### src/rtl/bus_txn_sequencer_pkg.sv
// Shared encodings for the bus transaction sequencer: burst modes and FSM states.
package bus_seq_pkg;

  typedef enum logic [1:0] {
    MODE_READ   = 2'b00,
    MODE_WRITE  = 2'b01,
    MODE_VERIFY = 2'b10,
    MODE_RSVD   = 2'b11
  } mode_e;

  typedef enum logic [2:0] {
    S_IDLE,
    S_ISSUE,
    S_ACK,
    S_WAIT,
    S_NEXT,
    S_PHASE2,
    S_DONE
  } state_e;

  // Write and verify bursts both open with a write phase; reserved falls back to read.
  function automatic logic is_write_mode(input logic [1:0] m);
    return (m == MODE_WRITE) || (m == MODE_VERIFY);
  endfunction

endpackage

### src/rtl/bus_txn_sequencer_if.sv
// Request/response port toward the system-bus master device.
interface bus_txn_sequencer_if #(
  parameter int ADDR_WIDTH = 16,
  parameter int DATA_WIDTH = 8
);
  logic [ADDR_WIDTH-1:0] m_addr;
  logic [DATA_WIDTH-1:0] m_wdata;
  logic                  m_mode;
  logic                  m_valid;
  logic                  m_ready;
  logic [DATA_WIDTH-1:0] m_rdata;

  modport master (
    output m_addr, m_wdata, m_mode, m_valid,
    input  m_ready, m_rdata
  );

  modport slave (
    input  m_addr, m_wdata, m_mode, m_valid,
    output m_ready, m_rdata
  );
endinterface

### src/rtl/bus_txn_sequencer_buf.sv
// Write-data preload buffer and read-data capture buffer, both with async read ports.
module seq_dual_buf #(
  parameter int DATA_WIDTH = 8,
  parameter int BUF_DEPTH  = 32,
  parameter int IDX_W      = $clog2(BUF_DEPTH)
) (
  input  logic                  clk,
  input  logic                  load_en,
  input  logic [IDX_W-1:0]      load_addr,
  input  logic [DATA_WIDTH-1:0] load_data,
  input  logic                  cap_en,
  input  logic [IDX_W-1:0]      cap_addr,
  input  logic [DATA_WIDTH-1:0] cap_data,
  input  logic [IDX_W-1:0]      fetch_addr,
  output logic [DATA_WIDTH-1:0] fetch_data,
  input  logic [IDX_W-1:0]      dump_addr,
  output logic [DATA_WIDTH-1:0] dump_data
);

  logic [DATA_WIDTH-1:0] wbuf [BUF_DEPTH];
  logic [DATA_WIDTH-1:0] rbuf [BUF_DEPTH];

  // Preload port for outgoing write data
  always_ff @(posedge clk) begin
    if (load_en) wbuf[load_addr] <= load_data;
  end

  // Capture port for returned read data
  always_ff @(posedge clk) begin
    if (cap_en) rbuf[cap_addr] <= cap_data;
  end

  assign fetch_data = wbuf[fetch_addr];
  assign dump_data  = rbuf[dump_addr];

endmodule

### src/rtl/bus_txn_sequencer.sv
// Burst traffic driver: runs N read/write/verify transactions at consecutive addresses.
module bus_txn_sequencer
  import bus_seq_pkg::*;
#(
  parameter int ADDR_WIDTH     = 16,
  parameter int DATA_WIDTH     = 8,
  parameter int BUF_DEPTH      = 32,
  parameter int CNT_WIDTH      = 6,
  parameter int TIMEOUT_CYCLES = 1024,
  parameter int ERR_WIDTH      = 8
) (
  input  logic                         clk,
  input  logic                         rstn,
  input  logic                         start,
  input  logic [1:0]                   mode,
  input  logic [ADDR_WIDTH-1:0]        base_addr,
  input  logic [CNT_WIDTH-1:0]         txn_count,
  input  logic                         load_en,
  input  logic [$clog2(BUF_DEPTH)-1:0] load_addr,
  input  logic [DATA_WIDTH-1:0]        load_data,
  input  logic [$clog2(BUF_DEPTH)-1:0] dump_addr,
  output logic [DATA_WIDTH-1:0]        dump_data,
  output logic                         ready,
  output logic                         busy,
  output logic                         done,
  output logic                         timeout,
  output logic [ERR_WIDTH-1:0]         err_count,
  output logic [CNT_WIDTH-1:0]         first_err_idx,
  bus_txn_sequencer_if.master          m
);

  localparam int IDX_W = $clog2(BUF_DEPTH);
  localparam int TMO_W = $clog2(TIMEOUT_CYCLES + 1);

  state_e                state_q;
  logic                  start_q;
  logic                  wr_q;
  logic                  verify_q;
  logic [ADDR_WIDTH-1:0] base_q;
  logic [CNT_WIDTH-1:0]  cnt_q;
  logic [CNT_WIDTH-1:0]  idx_q;
  logic [TMO_W-1:0]      tmo_q;
  logic [ERR_WIDTH-1:0]  err_q;
  logic [CNT_WIDTH-1:0]  first_q;
  logic                  timeout_q;
  logic                  done_q;
  logic                  valid_q;
  logic [ADDR_WIDTH-1:0] addr_q;
  logic [DATA_WIDTH-1:0] wdata_q;

  logic                  start_edge;
  logic [CNT_WIDTH-1:0]  cnt_d;
  logic [CNT_WIDTH-1:0]  idx_d;
  logic                  tmo_hit;
  logic                  cap_en;
  logic                  cmp_miss;
  logic [DATA_WIDTH-1:0] fetch_data;

  assign start_edge = start & ~start_q;
  assign cnt_d      = (txn_count > CNT_WIDTH'(BUF_DEPTH)) ? CNT_WIDTH'(BUF_DEPTH) : txn_count;
  assign idx_d      = idx_q + 1'b1;
  assign tmo_hit    = (tmo_q == TMO_W'(TIMEOUT_CYCLES - 1));
  assign cap_en     = (state_q == S_WAIT) && m.m_ready && !wr_q;
  assign cmp_miss   = verify_q && !wr_q && (m.m_rdata != fetch_data);

  seq_dual_buf #(
    .DATA_WIDTH (DATA_WIDTH),
    .BUF_DEPTH  (BUF_DEPTH),
    .IDX_W      (IDX_W)
  ) u_buf (
    .clk        (clk),
    .load_en    (load_en && (state_q == S_IDLE)),
    .load_addr  (load_addr),
    .load_data  (load_data),
    .cap_en     (cap_en),
    .cap_addr   (idx_q[IDX_W-1:0]),
    .cap_data   (m.m_rdata),
    .fetch_addr (idx_q[IDX_W-1:0]),
    .fetch_data (fetch_data),
    .dump_addr  (dump_addr),
    .dump_data  (dump_data)
  );

  // Burst sequencing FSM with registered bus-side outputs, timeout and verify counters
  always_ff @(posedge clk or negedge rstn) begin
    if (!rstn) begin
      state_q   <= S_IDLE;
      start_q   <= 1'b0;
      wr_q      <= 1'b0;
      verify_q  <= 1'b0;
      base_q    <= '0;
      cnt_q     <= '0;
      idx_q     <= '0;
      tmo_q     <= '0;
      err_q     <= '0;
      first_q   <= '1;
      timeout_q <= 1'b0;
      done_q    <= 1'b0;
      valid_q   <= 1'b0;
      addr_q    <= '0;
      wdata_q   <= '0;
    end else begin
      start_q <= start;
      done_q  <= 1'b0;
      valid_q <= 1'b0;
      case (state_q)
        S_IDLE: begin
          if (start_edge) begin
            wr_q      <= is_write_mode(mode);
            verify_q  <= (mode == MODE_VERIFY);
            base_q    <= base_addr;
            cnt_q     <= cnt_d;
            idx_q     <= '0;
            err_q     <= '0;
            first_q   <= '1;
            timeout_q <= 1'b0;
            if (cnt_d == '0) begin
              done_q  <= 1'b1;
              state_q <= S_DONE;
            end else begin
              state_q <= S_ISSUE;
            end
          end
        end
        S_ISSUE: begin
          if (m.m_ready) begin
            valid_q <= 1'b1;
            addr_q  <= base_q + ADDR_WIDTH'(idx_q);
            wdata_q <= fetch_data;
            tmo_q   <= '0;
            state_q <= S_ACK;
          end
        end
        S_ACK: begin
          if (!m.m_ready) begin
            tmo_q   <= '0;
            state_q <= S_WAIT;
          end else if (tmo_hit) begin
            timeout_q <= 1'b1;
            done_q    <= 1'b1;
            state_q   <= S_DONE;
          end else begin
            tmo_q <= tmo_q + 1'b1;
          end
        end
        S_WAIT: begin
          if (m.m_ready) begin
            if (cmp_miss) begin
              if (err_q != '1) err_q <= err_q + 1'b1;
              if (err_q == '0) first_q <= idx_q;
            end
            state_q <= S_NEXT;
          end else if (tmo_hit) begin
            timeout_q <= 1'b1;
            done_q    <= 1'b1;
            state_q   <= S_DONE;
          end else begin
            tmo_q <= tmo_q + 1'b1;
          end
        end
        S_NEXT: begin
          idx_q <= idx_d;
          if (idx_d == cnt_q) begin
            if (verify_q && wr_q) begin
              state_q <= S_PHASE2;
            end else begin
              done_q  <= 1'b1;
              state_q <= S_DONE;
            end
          end else begin
            state_q <= S_ISSUE;
          end
        end
        S_PHASE2: begin
          idx_q   <= '0;
          wr_q    <= 1'b0;
          state_q <= S_ISSUE;
        end
        S_DONE: begin
          state_q <= S_IDLE;
        end
        default: begin
          state_q <= S_IDLE;
        end
      endcase
    end
  end

  assign ready         = (state_q == S_IDLE);
  assign busy          = ~ready;
  assign done          = done_q;
  assign timeout       = timeout_q;
  assign err_count     = err_q;
  assign first_err_idx = first_q;
  assign m.m_addr      = addr_q;
  assign m.m_wdata     = wdata_q;
  assign m.m_mode      = wr_q;
  assign m.m_valid     = valid_q;

endmodule

### src/flat_wrapper.sv
// flat-port wrapper written by rule: the top's interface ports become plain ports
module bus_txn_sequencer_flat import bus_seq_pkg::*;
#(
  parameter int ADDR_WIDTH     = 16,
  parameter int DATA_WIDTH     = 8,
  parameter int BUF_DEPTH      = 32,
  parameter int CNT_WIDTH      = 6,
  parameter int TIMEOUT_CYCLES = 1024,
  parameter int ERR_WIDTH      = 8
)
  (clk, rstn, start, mode, base_addr, txn_count, load_en, load_addr, load_data, dump_addr, dump_data, ready, busy, done, timeout, err_count, first_err_idx, m_m_addr, m_m_wdata, m_m_mode, m_m_valid, m_m_ready, m_m_rdata);
  bus_txn_sequencer_if #(.ADDR_WIDTH(ADDR_WIDTH), .DATA_WIDTH(DATA_WIDTH)) m_i ();
  input  logic clk;
  input  logic rstn;
  input  logic start;
  input  logic [1:0] mode;
  input  logic [ADDR_WIDTH-1:0] base_addr;
  input  logic [CNT_WIDTH-1:0] txn_count;
  input  logic load_en;
  input  logic [$clog2(BUF_DEPTH)-1:0] load_addr;
  input  logic [DATA_WIDTH-1:0] load_data;
  input  logic [$clog2(BUF_DEPTH)-1:0] dump_addr;
  output logic [DATA_WIDTH-1:0] dump_data;
  output logic ready;
  output logic busy;
  output logic done;
  output logic timeout;
  output logic [ERR_WIDTH-1:0] err_count;
  output logic [CNT_WIDTH-1:0] first_err_idx;
  output wire logic [$bits(m_i.m_addr)-1:0] m_m_addr;
  output wire logic [$bits(m_i.m_wdata)-1:0] m_m_wdata;
  output wire logic [$bits(m_i.m_mode)-1:0] m_m_mode;
  output wire logic [$bits(m_i.m_valid)-1:0] m_m_valid;
  input wire logic [$bits(m_i.m_ready)-1:0] m_m_ready;
  input wire logic [$bits(m_i.m_rdata)-1:0] m_m_rdata;
  assign m_m_addr = m_i.m_addr;
  assign m_m_wdata = m_i.m_wdata;
  assign m_m_mode = m_i.m_mode;
  assign m_m_valid = m_i.m_valid;
  assign m_i.m_ready = m_m_ready;
  assign m_i.m_rdata = m_m_rdata;
  bus_txn_sequencer #(.ADDR_WIDTH(ADDR_WIDTH), .DATA_WIDTH(DATA_WIDTH), .BUF_DEPTH(BUF_DEPTH), .CNT_WIDTH(CNT_WIDTH), .TIMEOUT_CYCLES(TIMEOUT_CYCLES), .ERR_WIDTH(ERR_WIDTH)) u_core (.clk(clk), .rstn(rstn), .start(start), .mode(mode), .base_addr(base_addr), .txn_count(txn_count), .load_en(load_en), .load_addr(load_addr), .load_data(load_data), .dump_addr(dump_addr), .dump_data(dump_data), .ready(ready), .busy(busy), .done(done), .timeout(timeout), .err_count(err_count), .first_err_idx(first_err_idx), .m(m_i));
endmodule
### config.mk
export PLATFORM = sky130hd
export DESIGN_NAME = bus_txn_sequencer_flat
export DESIGN_NICKNAME = d
export VERILOG_FILES = /design/src/rtl/bus_txn_sequencer_pkg.sv /design/src/rtl/bus_txn_sequencer_if.sv /design/src/rtl/bus_txn_sequencer_buf.sv /design/src/rtl/bus_txn_sequencer.sv /design/src/flat_wrapper.sv
export SDC_FILE = /design/constraint.sdc
export NUM_CORES = 1
export LEC_CHECK = 0
export CAP_MARGIN = 20
export CORE_ASPECT_RATIO = 0.5
export CORE_MARGIN = 1
export CORE_UTILIZATION = 56
export CTS_CLUSTER_DIAMETER = 80
export CTS_CLUSTER_SIZE = 40
export DETAILED_ROUTE_END_ITERATION = 10
export PLACE_DENSITY_LB_ADDON = 0.3
export SYNTH_ARGS = -nofsm -noshare
export SYNTH_HDL_FRONTEND = slang
export SYNTH_SLANG_ARGS = --single-unit
### constraint.sdc
create_clock -name clk -period 11.2 [get_ports clk]
set_clock_uncertainty 0.2 [all_clocks]
set_input_delay 2.24 -clock clk [delete_from_list [all_inputs] [get_ports clk]]
set_output_delay 2.24 -clock clk [all_outputs]
set_load 0.01 [all_outputs]
==> summary.md <==
| Metric | Value |
|---|---|
| Status | `finished clean` |
| Sequential area share after synthesis | `71.62%` |
| Syn_area_per_cell | `16.63 µm²` |
| Mux contribution to synthesized area | `13.33%` |
| DIE AREA | `0.04461 mm²` |
| Clk_lat worst skew | `580 ps` |
| DIE WIDTH | `297.7 µm` |
| Nets | `1627` |
| Vias per inst | `6.216` |
| Yosys warnings | `0` |
| CTS Root Cell | `clkbuf_16` |
| RSZ-0062 raised after global routing | `no` |
| Reg2Reg Depth | `10` |
| First-pass GRT wire length | `79.97 mm` |
| Total Power | `4.529 mW` |
| Worst-margin pin slew | `1137 ps` |
| Max Clk Rate | `129.1 MHz` |
| Layout area overhead | `9.398%` |
| Fin cells | `2146` |
| Pleak | `8.789 nW` |
| CP max FO | `34` |
| TritonCTS Buffers | `19` |
| PostCTS Resize Cnt | `0` |
| Detailed Routing Iterations Pass 1 | `7` |
| R2R Setup Slk | `6780 ps` |
| Gpl congestion | `0.8467` |
| Synth unique cells | `70` |
| GRT Total Usage | `23.84%` |
| Number of nets with antenna violations after routing | `0` |
| Placed Cells incl. Taps | `2107` |
| Minimum clock period | `7743 ps` |
| Max-Slew Margin vs Limit | `24.18%` |
| Hpwl dp | `35.10 mm` |
| Final period util | `69.13%` |
| Total Routed Length | `52.71 mm` |
| Crit. End Element | `output port` |
| Remaining DRCs | `0` |
| Multi-input logic area | `0.006505 mm²` |
| Initial antenna violation count | `0` |
| CTS Buffer Depth | `3` |
| Worst slack, placed | `3374 ps` |
| Register area | `0.01754 mm²` |
| Final number of hold-violating endpoints | `0` |
| Number of global-route vias before repair | `13180` |
| Hold Path Class | `reg2reg` |
| Fin. max-slew vios | `0` |
| Drt wl/cell | `24.56 µm` |
| # diodes | `0` |
| R2r endpoint | `u_core.err_count[7]` |
| Core area | `0.04257 mm²` |
| Htree depth | `1` |
| Synth Area in Adders | `0.8381%` |
| Worst vdd ir | `0.0001062 V` |
| Grt ovf | `0` |
| Final worst slack | `3457 ps` |
| Cells after synthesis | `1472` |
| Rows | `53` |
| Setup TNS | `0 ps` |
| Clock Sinks | `598` |
| Crit Reg-Reg Startpoint | `u_core.idx_q[0]` |
| Worst setup path startpoint | `dump_addr[0]` |
| WS Path Type | `in2out` |
| Min-Delay Startpoint | `u_core.m.m_wdata[1]` |
| Yosys reg bits | `598` |
| Syn Nets | `1542` |
| Main combinational cell family by area after synthesis | `multiplexers` |
| Mapped Area | `0.02448 mm²` |
| CTS Hold Bufs | `0` |
| Synth Area in Simple Gates | `7.185%` |
| CTS tree | `done` |
| Fill cells | `3011` |
| Via count | `13340` |
| Critical Path AT | `5300 ps` |
| Number of synthesized flops with an enable pin | `512` |
| Starting density of the core | `57.51%` |
| Pwr dens | `169.1 mW/mm²` |
| DRT iter0 DRCs | `1668` |
| CP Launch Type | `input pin` |
| Die H | `149.9 µm` |
| Clk slew on worst S/H paths | `130 ps` |
| Final setup violation count | `0` |
| Worst setup path endpoint | `dump_data[5]` |
| Complex-gate fraction of the synthesized area | `4.099%` |
| CP Data Required Time | `8760 ps` |
| Port Buffers | `106` |
| Top_reg_cell synth | `edfxtp_1` |
| Postcts setup bufs | `0` |
| XOR/XNOR Fraction of Synth Area | `1.109%` |
| I/O Pins | `107` |
| Largest net degree at the start of global routing | `73` |
| Share of cells above drive strength 1 | `10.64%` |
| Asr flop ratio synth | `14.38%` |
| Max-cap violations | `0` |
==> cell type report <==
type                    instances  area share [%]
flip-flops and latches        598           65.48
multi-input cells             787           24.29
repair buffers                136           5.232
well taps                     577           2.695
clock buffers                  30           1.929
inverters                      15          0.2102
clock inverters                 3          0.1682
==> report_power, final <==
| part | internal, mW | leakage, nW | switching [mW] | total [mW] |
|---|---|---|---|---|
| Sequential | 2.53 | 5.71 | 0.109 | 2.64 |
| Combinational | 0.424 | 2.81 | 0.506 | 0.930 |
| Clock | 0.335 | 0.268 | 0.629 | 0.964 |
==> cells in the mapped netlist, drive strengths merged (5+ instances only) <==
master / n / share of area, %
clkbuf: 30 / 0.47
a21o: 5 / 0.15
nand2b: 6 / 0.15
nor3: 15 / 0.35
o21a: 8 / 0.25
ha: 14 / 0.72
and3: 11 / 0.28
o22ai: 68 / 1.8
nand4b: 5 / 0.26
mux2: 8 / 0.37
or4b: 5 / 0.20
nor2: 105 / 1.6
dfstp: 6 / 0.64
or4: 17 / 0.57
nand3: 14 / 0.29
nand4bb: 5 / 0.23
xor2: 15 / 0.54
a21oi: 13 / 0.27
xnor2: 16 / 0.57
o21ai: 39 / 0.81
inv: 14 / 0.21
mux4: 80 / 7.4
dfrtp: 80 / 8.2
mux2i: 137 / 5.6
buf: 42 / 1.1
edfxtp: 512 / 63
nand3b: 12 / 0.37
nand2: 136 / 2.1
==> worst min path at each step <==
stage,end,slack (ps),depth (start not counted)
after floorplan,u_core.base_q[0],250,2
after global placement,u_core.m.m_wdata[0],270,2
after detailed placement,u_core.m.m_addr[0],270,2
after CTS,u_core.m.m_addr[0],300,2
after global routing,u_core.m.m_wdata[3],330,2
final,u_core.m.m_wdata[1],300,2
==> per-stage QoR <==
stage                     hold slack [ps]  area [µm²]  util (%)
after global placement              266.6       26040     61.16
after detailed placement            266.4       26070     61.24
final                               296.1       26780     62.91
after global routing                329.4       26780     62.91
after floorplan                     249.7       24480         -
after CTS                           298.0       26630     62.56
==> placed cells by master (no fill, tap or decap), types with 15 or more instances in the layout <==
cell / instances
buf_4: 25
clkbuf_16: 20
clkdlybuf4s50_1: 103
dfrtp_1: 79
edfxtp_1: 512
mux2i_1: 137
mux4_2: 80
nand2_1: 136
nor2_1: 104
o21ai_0: 38
o22ai_1: 67
xnor2_1: 16
xor2_1: 15
==> worst max-delay path, stage by stage <==
cell and delay [ps]:
buf_4 490, buf_4 640, mux4_2 590, mux4_2 500
mux2_2 310, clkdlybuf4s50_1 480
==> routing by layer <==
metal | routed length, µm | vias up | track usage [%]
li1 | - | 5860 | -
met5 | 0 | - | 0
met3 | 3999 | 60 | 3.208
met4 | 843 | 0 | 4.046
met1 | 21510 | 6812 | 33.92
met2 | 26360 | 607 | 40.33
==> state kept, by name, indices dropped and copies added (netlist names), 3 cells and up <==
register and flops:
u_core.u_buf.rbuf 256, u_core.u_buf.wbuf 256, u_core.base_q 16, u_core.m.m_addr 16
u_core.tmo_q 11, u_core.err_count 8, u_core.m.m_wdata 8, u_core.cnt_q 6
u_core.first_err_idx 6, u_core.idx_q 6, u_core.state_q 3
==> logic make-up after synthesis <==
logic type / Yosys count
XOR/XNOR: 31
multiplexers: 225
buffers and inverters: 87
adder cells (fa/ha/maj): 16
flip-flops: 598
AO/OA/AOI/OAI: 157
AND/OR/NAND/NOR: 358
(Power assumes the default switching activity.)
